`config.mk`:
```
export PLATFORM = sky130hd
export DESIGN_NAME = uartlite_ctrl
export DESIGN_NICKNAME = d
export VERILOG_FILES = /design/src/rtl/uartlite_ctrl.sv
export SDC_FILE = /design/constraint.sdc
export NUM_CORES = 1
export LEC_CHECK = 0
export ABC_CLOCK_PERIOD_IN_PS = 4300
export CORE_ASPECT_RATIO = 1.1
export CORE_MARGIN = 1.5
export CORE_UTILIZATION = 46
export DETAILED_ROUTE_END_ITERATION = 8
export PLACE_DENSITY = 0.92
export RECOVER_POWER = 100
export SLEW_MARGIN = 10
export SYNTH_ARGS = -nofsm -noshare
export SYNTH_HDL_FRONTEND = slang
export SYNTH_SLANG_ARGS = --single-unit
```
`constraint.sdc`:
```
create_clock -name clk -period 4.3 [get_ports clk]
set_input_delay 0.43 -clock clk [delete_from_list [all_inputs] [get_ports clk]]
set_output_delay 0.43 -clock clk [all_outputs]
set_load 0.1 [all_outputs]
```
`src/rtl/uartlite_ctrl.sv`:
```
// uartlite_ctrl: AXI4-Lite master sequencer for the UART Lite core.
// Resets the FIFOs once, then polls status and moves bytes between FIFOs and holding buffers.
module uartlite_ctrl #(
    parameter int unsigned POLL_GAP  = 8,
    parameter logic [31:0] CTRL_INIT = 32'd3
) (
    input  logic        clk,
    input  logic        rstn,
    input  logic [7:0]  tx_data,
    input  logic        tx_valid,
    output logic        tx_ready,
    output logic [7:0]  rx_data,
    output logic        rx_valid,
    input  logic        rx_ready,
    output logic        err,
    output logic        axi_awvalid,
    input  logic        axi_awready,
    output logic [3:0]  axi_awaddr,
    output logic [2:0]  axi_awprot,
    output logic        axi_wvalid,
    input  logic        axi_wready,
    output logic [31:0] axi_wdata,
    output logic [3:0]  axi_wstrb,
    input  logic        axi_bvalid,
    output logic        axi_bready,
    input  logic [1:0]  axi_bresp,
    output logic        axi_arvalid,
    input  logic        axi_arready,
    output logic [3:0]  axi_araddr,
    output logic [2:0]  axi_arprot,
    input  logic        axi_rvalid,
    output logic        axi_rready,
    input  logic [31:0] axi_rdata,
    input  logic [1:0]  axi_rresp
);

    typedef enum logic [3:0] {
        INIT_W, INIT_B, STAT_AR, STAT_R,
        TX_W, TX_B, RX_AR, RX_R, GAP
    } state_t;

    localparam logic [15:0] GAP_LAST =
        (POLL_GAP > 0) ? 16'(POLL_GAP - 1) : 16'd0;

    state_t      r_state, w_next;
    logic [15:0] r_gap_cnt;
    logic        r_awvalid, r_wvalid, r_bready;
    logic        r_arvalid, r_rready;
    logic [3:0]  r_awaddr, r_araddr;
    logic [31:0] r_wdata;
    logic        r_err, r_grant;
    logic        r_tx_full;
    logic [7:0]  r_tx_buf;
    logic        r_rx_valid;
    logic [7:0]  r_rx_data;

    logic w_wr_acc, w_ar_acc, w_b_fire, w_r_fire;
    logic w_st_rx, w_st_full;
    logic w_can_tx, w_can_rx, w_both, w_pick_tx;
    logic w_wr_go, w_rd_go;
    logic w_unused;

    assign w_wr_acc = (r_awvalid || r_wvalid)
                   && (!r_awvalid || axi_awready)
                   && (!r_wvalid || axi_wready);
    assign w_ar_acc = r_arvalid && axi_arready;
    assign w_b_fire = r_bready && axi_bvalid;
    assign w_r_fire = r_rready && axi_rvalid;

    // A STAT read with an error response counts as all-zero status
    assign w_st_rx   = (axi_rresp == 2'b00) && axi_rdata[0];
    assign w_st_full = (axi_rresp == 2'b00) && axi_rdata[3];
    assign w_can_tx  = r_tx_full && !w_st_full;
    assign w_can_rx  = !r_rx_valid && w_st_rx;
    assign w_both    = w_can_tx && w_can_rx;
    assign w_pick_tx = w_can_tx && (!w_can_rx || !r_grant);

    assign w_wr_go = (w_next == INIT_W || w_next == TX_W)
                  && !r_awvalid && !r_wvalid;
    assign w_rd_go = (w_next == STAT_AR || w_next == RX_AR)
                  && !r_arvalid;
    assign w_unused = ^axi_rdata[31:8];

    always_comb begin
        w_next = r_state;
        unique case (r_state)
            INIT_W:  if (w_wr_acc) w_next = INIT_B;
            INIT_B:  if (w_b_fire) w_next = STAT_AR;
            STAT_AR: if (w_ar_acc) w_next = STAT_R;
            STAT_R: begin
                if (w_r_fire) begin
                    if (w_pick_tx)          w_next = TX_W;
                    else if (w_can_rx)      w_next = RX_AR;
                    else if (POLL_GAP == 0) w_next = STAT_AR;
                    else                    w_next = GAP;
                end
            end
            TX_W:    if (w_wr_acc) w_next = TX_B;
            TX_B:    if (w_b_fire) w_next = STAT_AR;
            RX_AR:   if (w_ar_acc) w_next = RX_R;
            RX_R:    if (w_r_fire) w_next = STAT_AR;
            GAP:     if (r_gap_cnt == GAP_LAST) w_next = STAT_AR;
            default: w_next = INIT_W;
        endcase
    end

    always_ff @(posedge clk or negedge rstn) begin
        if (!rstn) begin
            r_state   <= INIT_W;
            r_gap_cnt <= 16'd0;
        end else begin
            r_state   <= w_next;
            r_gap_cnt <= (r_state == GAP) ? r_gap_cnt + 16'd1 : 16'd0;
        end
    end

    always_ff @(posedge clk or negedge rstn) begin
        if (!rstn) begin
            r_awvalid  <= 1'b0;
            r_wvalid   <= 1'b0;
            r_bready   <= 1'b0;
            r_arvalid  <= 1'b0;
            r_rready   <= 1'b0;
            r_awaddr   <= 4'h0;
            r_araddr   <= 4'h0;
            r_wdata    <= 32'h0;
            r_err      <= 1'b0;
            r_grant    <= 1'b0;
            r_tx_full  <= 1'b0;
            r_tx_buf   <= 8'h0;
            r_rx_valid <= 1'b0;
            r_rx_data  <= 8'h0;
        end else begin
            if (w_wr_go) begin
                r_awvalid <= 1'b1;
                r_wvalid  <= 1'b1;
                r_awaddr  <= (w_next == TX_W) ? 4'h4 : 4'hC;
                r_wdata   <= (w_next == TX_W) ? {24'h0, r_tx_buf}
                                              : CTRL_INIT;
            end else begin
                if (axi_awready) r_awvalid <= 1'b0;
                if (axi_wready)  r_wvalid  <= 1'b0;
            end

            if (w_wr_acc)        r_bready <= 1'b1;
            else if (axi_bvalid) r_bready <= 1'b0;

            if (w_rd_go) begin
                r_arvalid <= 1'b1;
                r_araddr  <= (w_next == RX_AR) ? 4'h0 : 4'h8;
            end else if (axi_arready) begin
                r_arvalid <= 1'b0;
            end

            if (w_ar_acc)        r_rready <= 1'b1;
            else if (axi_rvalid) r_rready <= 1'b0;

            if ((w_b_fire && axi_bresp != 2'b00)
             || (w_r_fire && axi_rresp != 2'b00))
                r_err <= 1'b1;

            if (r_state == STAT_R && w_r_fire && w_both)
                r_grant <= !r_grant;

            if (tx_valid && !r_tx_full) begin
                r_tx_full <= 1'b1;
                r_tx_buf  <= tx_data;
            end else if (r_state == TX_B && w_b_fire) begin
                r_tx_full <= 1'b0;
            end

            if (r_state == RX_R && w_r_fire && axi_rresp == 2'b00) begin
                r_rx_valid <= 1'b1;
                r_rx_data  <= axi_rdata[7:0];
            end else if (r_rx_valid && rx_ready) begin
                r_rx_valid <= 1'b0;
            end
        end
    end

    assign axi_awvalid = r_awvalid;
    assign axi_awaddr  = r_awaddr;
    assign axi_awprot  = 3'b000;
    assign axi_wvalid  = r_wvalid;
    assign axi_wdata   = r_wdata;
    assign axi_wstrb   = 4'hF;
    assign axi_bready  = r_bready;
    assign axi_arvalid = r_arvalid;
    assign axi_araddr  = r_araddr;
    assign axi_arprot  = 3'b000;
    assign axi_rready  = r_rready;
    assign tx_ready    = !r_tx_full;
    assign rx_valid    = r_rx_valid;
    assign rx_data     = r_rx_data;
    assign err         = r_err;

endmodule
```
==> summary.log, run 1 <==
[status] outcome complete, no violations
[global_routing] number of antenna violations at the first check in global routing 0
[floorplan] width of the die 78.5 um
[detailed_routing] final antenna-violating net count 0
[place] placement-stage cell area 0.00333 mm2
[synthesis] Post-synth top cells sky130_fd_sc_hd__dfrtp_1, sky130_fd_sc_hd__buf_4, sky130_fd_sc_hd__nor2_1, sky130_fd_sc_hd__mux2_2, sky130_fd_sc_hd__inv_1
[pwr] worst ir drop on vdd 739 uV
[timing] count of endpoints failing hold in the final timing report 0
[worst_setup_path] category of the critical setup timing path input pin to register
[global_routing] first-pass GRT wire length 9090 um
[worst_setup_path] Crit path buffers/inverters 1
[synthesis] top cells by area in the synthesized netlist sky130_fd_sc_hd__dfrtp_1, sky130_fd_sc_hd__buf_4, sky130_fd_sc_hd__mux2_2
[detailed_routing] met3 WL post-DR 301 um
[synthesis] warnings from Yosys 0
[timing] Tmin final 2.78 ns
[clock_network] number of clock sinks seen by CTS 56
[clock_network] worst-case clock buffer depth 2
[pwr] Flop pwr share 0.358
[detailed_routing] Starting DRT DRC Count 90
[pwr] logic gate share of total power 0.504
[floorplan] height of the die 86.0 um
[synthesis] number of enable-type register cells in the synthesized netlist 0
[hold_path] Worst Hold Class input pin to asynchronous set/reset pin
[synthesis] flip-flop cell with the highest count after synthesis sky130_fd_sc_hd__dfrtp_1
[synthesis] Mean Syn Cell Area 10.9 um2
[floorplan] die area 0.00675 mm2
[clock_network] later-pin clock latency in the skew report 0.31 ns
[detailed_routing] via count 1992
[timing] achievable clock frequency 0.360 GHz
[run] total of max-cap violations 0
[timing] Max Slew Vio Count 0
[timing] portion of the clock cycle consumed by the worst path in the final layout 0.646
[synthesis] share of synthesized flip-flops with an asynchronous set or reset 1.00
[floorplan] Starting Density 0.471
[pwr] power density normalized to cell area 624 mW/mm2
[place] HPWL after DPL 4020 um
[layout] FF+latch area 0.00140 mm2
[detailed_routing] wire length on met2 2970 um
[floorplan] Std-Cell Rows 30
[synthesis] synthesized flop and latch total 56
[pwr] leakage power 1.58 nW
[layout] area of all placed cells without fillers 0.00338 mm2
[worst_setup_path] CP Data Arrival Time 2.97 ns
[global_routing] maximum number of pins on one net before global-route repair 57
[timing] setup repair after global routing missed its margin false
[detailed_routing] Final Routed Wirelength 5360 um
[detailed_routing] number of iterations in the first detailed-routing pass 4
[synthesis] Unique masters post-synth 51
[global_routing] final global-route overflow total 0
[pwr] clock share of power 0.138
[detailed_routing] mean routed wirelength per cell 13.4 um
[pwr] net switching fraction of the power 0.511
[clock_network] clock edge transition at the registers on the reported setup and hold paths 0.10 ns
[timing] Fin Setup TNS 0 ns
[timing] Worst Max-Slew Pin Slew 1.01 ns
[synthesis] top cell type's share of synthesized area 0.486
[detailed_routing] DRT met1 WL 2040 um
[clock_network] clock tree from TritonCTS yes
[clock_network] number of setup buffers added after CTS 0
[worst_setup_path] CP Capture Type register
[layout] antenna cells 0
[worst_setup_path] slowest cell delay on critical path 0.57 ns
[worst_setup_path] slowest stage cell, crit path sky130_fd_sc_hd__dlygate4sd3_1
[global_routing] number of global-route vias before repair 1969
[synthesis] post-synth top area cell sky130_fd_sc_hd__dfrtp_1
[detailed_routing] uppermost signal routing layer after detailed routing met4
[place] gpl congestion 0.841
[synthesis] library cell with the highest instance count after synthesis sky130_fd_sc_hd__dfrtp_1
[synthesis] gate count of the mapped netlist 265
[detailed_routing] DRC Markers 0
[pwr] design internal power 1.03 mW
[synthesis] part of the Yosys area used for sequential elements 0.486
[detailed_routing] via count normalized by instance count 4.98
[layout] layout cells sized above 1 0.0969
[worst_setup_path] endpoint required time on the critical path 4.49 ns
[global_routing] Total GRT Usage 0.170
[place] number of buffers inserted by port buffering 55
[floorplan] standard cell core area 0.00612 mm2
[worst_setup_path] CP Max Fanout 12
[timing] # setup viols final 0
[timing] worst max-slew margin expressed relative to the limit 0.327
[worst_setup_path] CP Cell Sequence dlygate4sd3_1, nor4b_1, a21oi_1, a21oi_1, nand4b_1, mux2_1
[clock_network] post-cts repair resize count 0
[worst_setup_path] setup slack of the most critical reg-to-reg path 1.86 ns
[layout] number of fillers in the final layout 514
[synthesis] summed instance area of the synthesized netlist 0.00288 mm2
[worst_setup_path] cell with the most instances on the worst path sky130_fd_sc_hd__a21oi_1
[timing] worst clock skew 0.00446 ns
[clock_network] clock buffer count from CTS 5
[clock_network] clock root buffer master sky130_fd_sc_hd__clkbuf_8
[floorplan] Ports 119
[worst_setup_path] sort of element at the start of the critical path input pin
[layout] multi-input gate area in the final layout 0.00119 mm2
[pwr] Switching Power 1.08 mW
[clock_network] count of hold-fix buffers inserted at cts 0
[layout] layout net count 373
[clock_network] number of H-tree levels 2
[worst_setup_path] kind of cell adding the most delay to the critical path simple AND/OR/NAND/NOR gates
[layout] Area Growth Syn to Fin 17.2%
cells in the final DEF, fill, tap and decap left out, drive strengths merged, types with 6 or more instances in the layout:
master / n
xnor2: 10
mux2: 24
and3: 7
dlygate4sd3: 34
nor2: 22
nand3: 7
a21oi: 8
clkdlybuf4s50: 20
dfrtp: 56
nor3: 6
a21boi: 6
conb: 39
nand2: 10
inv: 12
o21ai: 7
flip-flops by register name, summed over array words and instances, names as in the netlist, 2 cells and up:
signal / cells
r_gap_cnt: 16
axi_awaddr: 2
r_state: 4
r_tx_buf: 8
axi_wdata: 8
rx_data: 8
kinds of logic after synthesis:
group                      after synthesis  share of synthesized area
AOI/OAI and AO/OA                       31                     0.0703
buffers and inverters                   57                      0.132
DFF                                     56                      0.486
xor gates and xnor gates                15                     0.0456
other                                    2                    0.00261
and+or+nand+nor                         77                      0.151
muxes                                   26                      0.107
adders and majority gates                1                    0.00434
layout make-up:
type | count | area share
clock buffer | 5 | 0.0204
multi-input combinational | 189 | 0.353
tap | 80 | 0.0296
sequential | 56 | 0.415
clock inverter | 3 | 0.00667
inverter | 11 | 0.0122
timing repair buffer | 56 | 0.164
power groups by stage:
stage | combinational, mW | sequential (mW) | clock (mW)
2_1_floorplan | 0.577 | 1.13 | 0
3_3_place_gp | 1.11 | 0.755 | 0
3_5_place_dp | 1.13 | 0.765 | 0
4_1_cts | 1.14 | 0.755 | 0.299
5_1_grt | 1.12 | 0.772 | 0.320
6_report | 1.06 | 0.753 | 0.291
metal layers:
layer / up-vias / global-route usage
met2: 75 / 0.323
met3: 8 / 0.0489
met5: - / 0
li1: 928 / -
met1: 981 / 0.183
met4: 0 / 0.0455
worst paths after layout:
check / start / end / cells after the start
min: rstn / axi_araddr[3] / 2
max: axi_rresp[1] / axi_wdata[2] / 6
min reg2reg: axi_awaddr[2] / axi_awaddr[2] / 1
max in group asynchronous: rstn / r_gap_cnt[6] / 2
max reg2reg: r_tx_full / axi_wdata[2] / 5
min in group clk: axi_awaddr[2] / axi_awaddr[2] / 1
metrics by stage:
stage          setup WS, ns  hold WS (ns)  utilization  std cells  total power [mW]
2_1_floorplan          1.93         0.134            -        302              1.71
3_3_place_gp           1.72         0.451        0.545        392              1.87
3_5_place_dp           1.73         0.455        0.545        392              1.90
4_1_cts                1.87         0.280        0.560        400              2.19
5_1_grt                1.37         0.327        0.552        400              2.21
6_report               1.52         0.255        0.552        400              2.11
Note: power is estimated with default switching activity, not from simulation.
==> inputs of run 2 (changes only) <==
--- a/config.mk
+++ b/config.mk
@@ -5,12 +5,12 @@
 export SDC_FILE = /design/constraint.sdc
 export NUM_CORES = 1
 export LEC_CHECK = 0
-export ABC_CLOCK_PERIOD_IN_PS = 4300
+export ABC_CLOCK_PERIOD_IN_PS = 2730
 export CORE_ASPECT_RATIO = 1.1
 export CORE_MARGIN = 1.5
-export CORE_UTILIZATION = 46
+export CORE_UTILIZATION = 43
 export DETAILED_ROUTE_END_ITERATION = 8
-export PLACE_DENSITY = 0.92
+export PLACE_DENSITY = 0.87
 export RECOVER_POWER = 100
 export SLEW_MARGIN = 10
 export SYNTH_ARGS = -nofsm -noshare
==> constraint.sdc (replaced) <==
create_clock -name clk -period 2.73 [get_ports clk]
set_input_delay 0.273 -clock clk [delete_from_list [all_inputs] [get_ports clk]]
set_output_delay 0.273 -clock clk [all_outputs]
set_load 0.1 [all_outputs]
==> run 2 against run 1 <==
Compared with the run above: worst hold slack better by 0.22 ns; wire length decreased by 0.93%; critical path depth shrank 1; utilization fell by 5.4 points; highest routed layer unchanged; sequential power is 57% higher.
==> summary.log, run 2 (synthesis gave the netlist of run 1 again) <==
[place] gpl congestion 0.788 [-6.4%]
[detailed_routing] mean routed wirelength per cell 13.2 um [-1.7%]
[pwr] leakage power 1.48 nW [-6.7%]
[layout] layout cells sized above 1 0.0997 [+0.00281]
[worst_setup_path] Crit path buffers/inverters 0 [-1]
[pwr] power density normalized to cell area 1010 mW/mm2 [+62%]
[clock_network] worst-case clock buffer depth 2 [unchanged]
[place] cell count after placement 394 [+0.51%]
[timing] worst max-slew margin expressed relative to the limit 0.202 [-0.125]
[layout] filler-free cell count of the finished design 403 [+0.75%]
[worst_setup_path] CP Capture Type register
[detailed_routing] via count 2011 [+0.95%]
[timing] Max Slew Vio Count 0 [unchanged]
[floorplan] Std-Cell Rows 31 [+3.3%]
[layout] number of flip-flops in the largest register 16 [unchanged]
[hold_path] startpoint of the tightest hold check path axi_awaddr[2]
[timing] # setup viols final 0 [unchanged]
[global_routing] Total GRT Usage 0.159 [-0.0106]
[worst_setup_path] category of the critical setup timing path register to register
[floorplan] Ports 119 [unchanged]
[clock_network] number of H-tree levels 2 [unchanged]
[layout] Area Growth Syn to Fin 12.6%
[layout] top library cells by usage in the layout, fill and taps aside sky130_fd_sc_hd__dfrtp_1, sky130_fd_sc_hd__conb_1, sky130_fd_sc_hd__clkbuf_1
[detailed_routing] Final Routed Wirelength 5310 um [-0.93%]
[global_routing] number of antenna violations at the first check in global routing 0 [unchanged]
[layout] most common cell after layout, fill and taps aside sky130_fd_sc_hd__dfrtp_1
[place] HPWL after DPL 3930 um [-2.2%]
[timing] Tmin final 2.20 ns
[timing] setup repair after global routing missed its margin false
[timing] worst clock skew 0.00540 ns [+0.000937 ns]
[floorplan] height of the die 88.9 um [+3.3%]
[detailed_routing] Starting DRT DRC Count 116 [+29%]
[worst_setup_path] setup slack of the most critical reg-to-reg path 0.53 ns [-1.33 ns]
[floorplan] die area 0.00721 mm2 [+6.7%]
[floorplan] Starting Density 0.442 [-0.0288]
[worst_setup_path] slowest cell delay on critical path 0.53 ns [-0.04 ns]
[timing] Worst Max-Slew Pin Slew 1.20 ns [+0.196 ns]
[detailed_routing] final antenna-violating net count 0 [unchanged]
[clock_network] clock tree from TritonCTS yes
[detailed_routing] number of iterations in the first detailed-routing pass 4 [unchanged]
[detailed_routing] via count normalized by instance count 4.99 [+0.20%]
[worst_setup_path] CP Cell Sequence nand3b_1, nor3_1, a21oi_1, nand4b_4, mux2_2
[layout] share of the core filled with cells 0.498 [-0.0539]
[run] total of max-cap violations 0 [unchanged]
[hold_path] Hold Path Depth 1
[timing] count of endpoints failing hold in the final timing report 0 [unchanged]
[layout] register with the most flip-flops r_gap_cnt
[worst_setup_path] logic depth of the worst register-to-register path 5 [unchanged]
[detailed_routing] DRC Markers 0 [unchanged]
[worst_setup_path] sort of element at the start of the critical path register
[worst_setup_path] endpoint of the most critical register-to-register path axi_wdata[3]
[clock_network] number of clock sinks seen by CTS 56 [unchanged]
[clock_network] clock buffer count from CTS 5 [unchanged]
[place] Place WS 0.327 ns [-1.41 ns]
[pwr] worst ir drop on vdd 681 uV [-7.8%]
[layout] number of fillers in the final layout 612 [+19%]
[status] outcome complete, no violations
[global_routing] number of global-route vias before repair 1914 [-2.8%]
[hold_path] Worst Hold Class register to register
[worst_setup_path] endpoint required time on the critical path 2.93 ns [-1.56 ns]
[floorplan] width of the die 81.1 um [+3.3%]
[worst_setup_path] CP Data Arrival Time 2.40 ns [-0.57 ns]
[clock_network] number of setup buffers added after CTS 0 [unchanged]
[timing] final setup margin 0.529 ns [-0.993 ns]
[place] number of buffers inserted by port buffering 55 [unchanged]
[worst_setup_path] slowest stage cell, crit path sky130_fd_sc_hd__nor3_1
[timing] achievable clock frequency 0.454 GHz
[layout] layout net count 374 [+0.27%]
[layout] antenna cells 0 [unchanged]
[worst_setup_path] kind of cell adding the most delay to the critical path simple AND/OR/NAND/NOR gates
[timing] portion of the clock cycle consumed by the worst path in the final layout 0.806
[worst_setup_path] CP Max Fanout 12 [unchanged]
[global_routing] maximum number of pins on one net before global-route repair 38 [-33%]
[clock_network] later-pin clock latency in the skew report 0.31 ns [about the same]
[global_routing] final global-route overflow total 0 [unchanged]
[timing] Fin Setup TNS 0 ns [unchanged]
[clock_network] clock edge transition at the registers on the reported setup and hold paths 0.09 ns [about the same]
[floorplan] standard cell core area 0.00652 mm2 [+6.5%]
[global_routing] first-pass GRT wire length 8870 um [-2.4%]
[worst_setup_path] Critical R2R Launch r_state[3]
[hold_path] Hold EP axi_awaddr[2]
[clock_network] clock root buffer master sky130_fd_sc_hd__clkbuf_8
## run 2: metrics by stage
stage	hold WS, ns	power (mW)	area (um2)
floorplan	-0.0226	2.70	3020
global placement	0.232	2.91	3270
detailed placement	0.236	2.95	3270
CTS	0.432	3.43	3370
global route	0.500	3.44	3250
finish	0.474	3.28	3250
## run 2: worst max path at each step
stage,start,end,slack [ns],cells after the start
6_report,r_state[3],axi_wdata[3],0.53,5
3_5_place_dp,axi_rdata[3],axi_wdata[3],0.33,6
4_1_cts,axi_rdata[3],axi_wdata[3],0.64,6
5_1_grt,r_state[3],axi_wdata[3],0.37,5
3_3_place_gp,axi_rdata[3],axi_wdata[4],0.30,6
2_1_floorplan,axi_awvalid,axi_awaddr[3],0.36,6
## run 2: metal layers
layer	track usage	up-vias	share of wire
met1	0.187	991	0.39
met5	0	-	0
li1	-	939	-
met4	0.0549	0	0.015
met2	0.287	72	0.54
met3	0.0340	9	0.053
## run 2: area by class of cell
class	count	area [um2]	share of cell area
Tap cell	82	103	0.0316
Multi-Input combinational cell	189	1210	0.374
Inverter	11	41.3	0.0127
Clock inverter	1	7.51	0.00231
Clock buffer	7	86.3	0.0266
Sequential cell	56	1400	0.432
Timing Repair Buffer	57	393	0.121
## run 2: repair_timing
action | in CTS | in global routing
hold buffers | 1 | 0
hold endpoints to repair | 19 | 0
resized for setup | 0 | 0
## run 2: power breakdown
| part | switching (mW) | internal, mW | leakage [nW] |
|---|---|---|---|
| combinational | 1.27 | 0.353 | 0.713 |
| sequential | 0.164 | 1.02 | 0.721 |
| clock | 0.264 | 0.207 | 0.0445 |
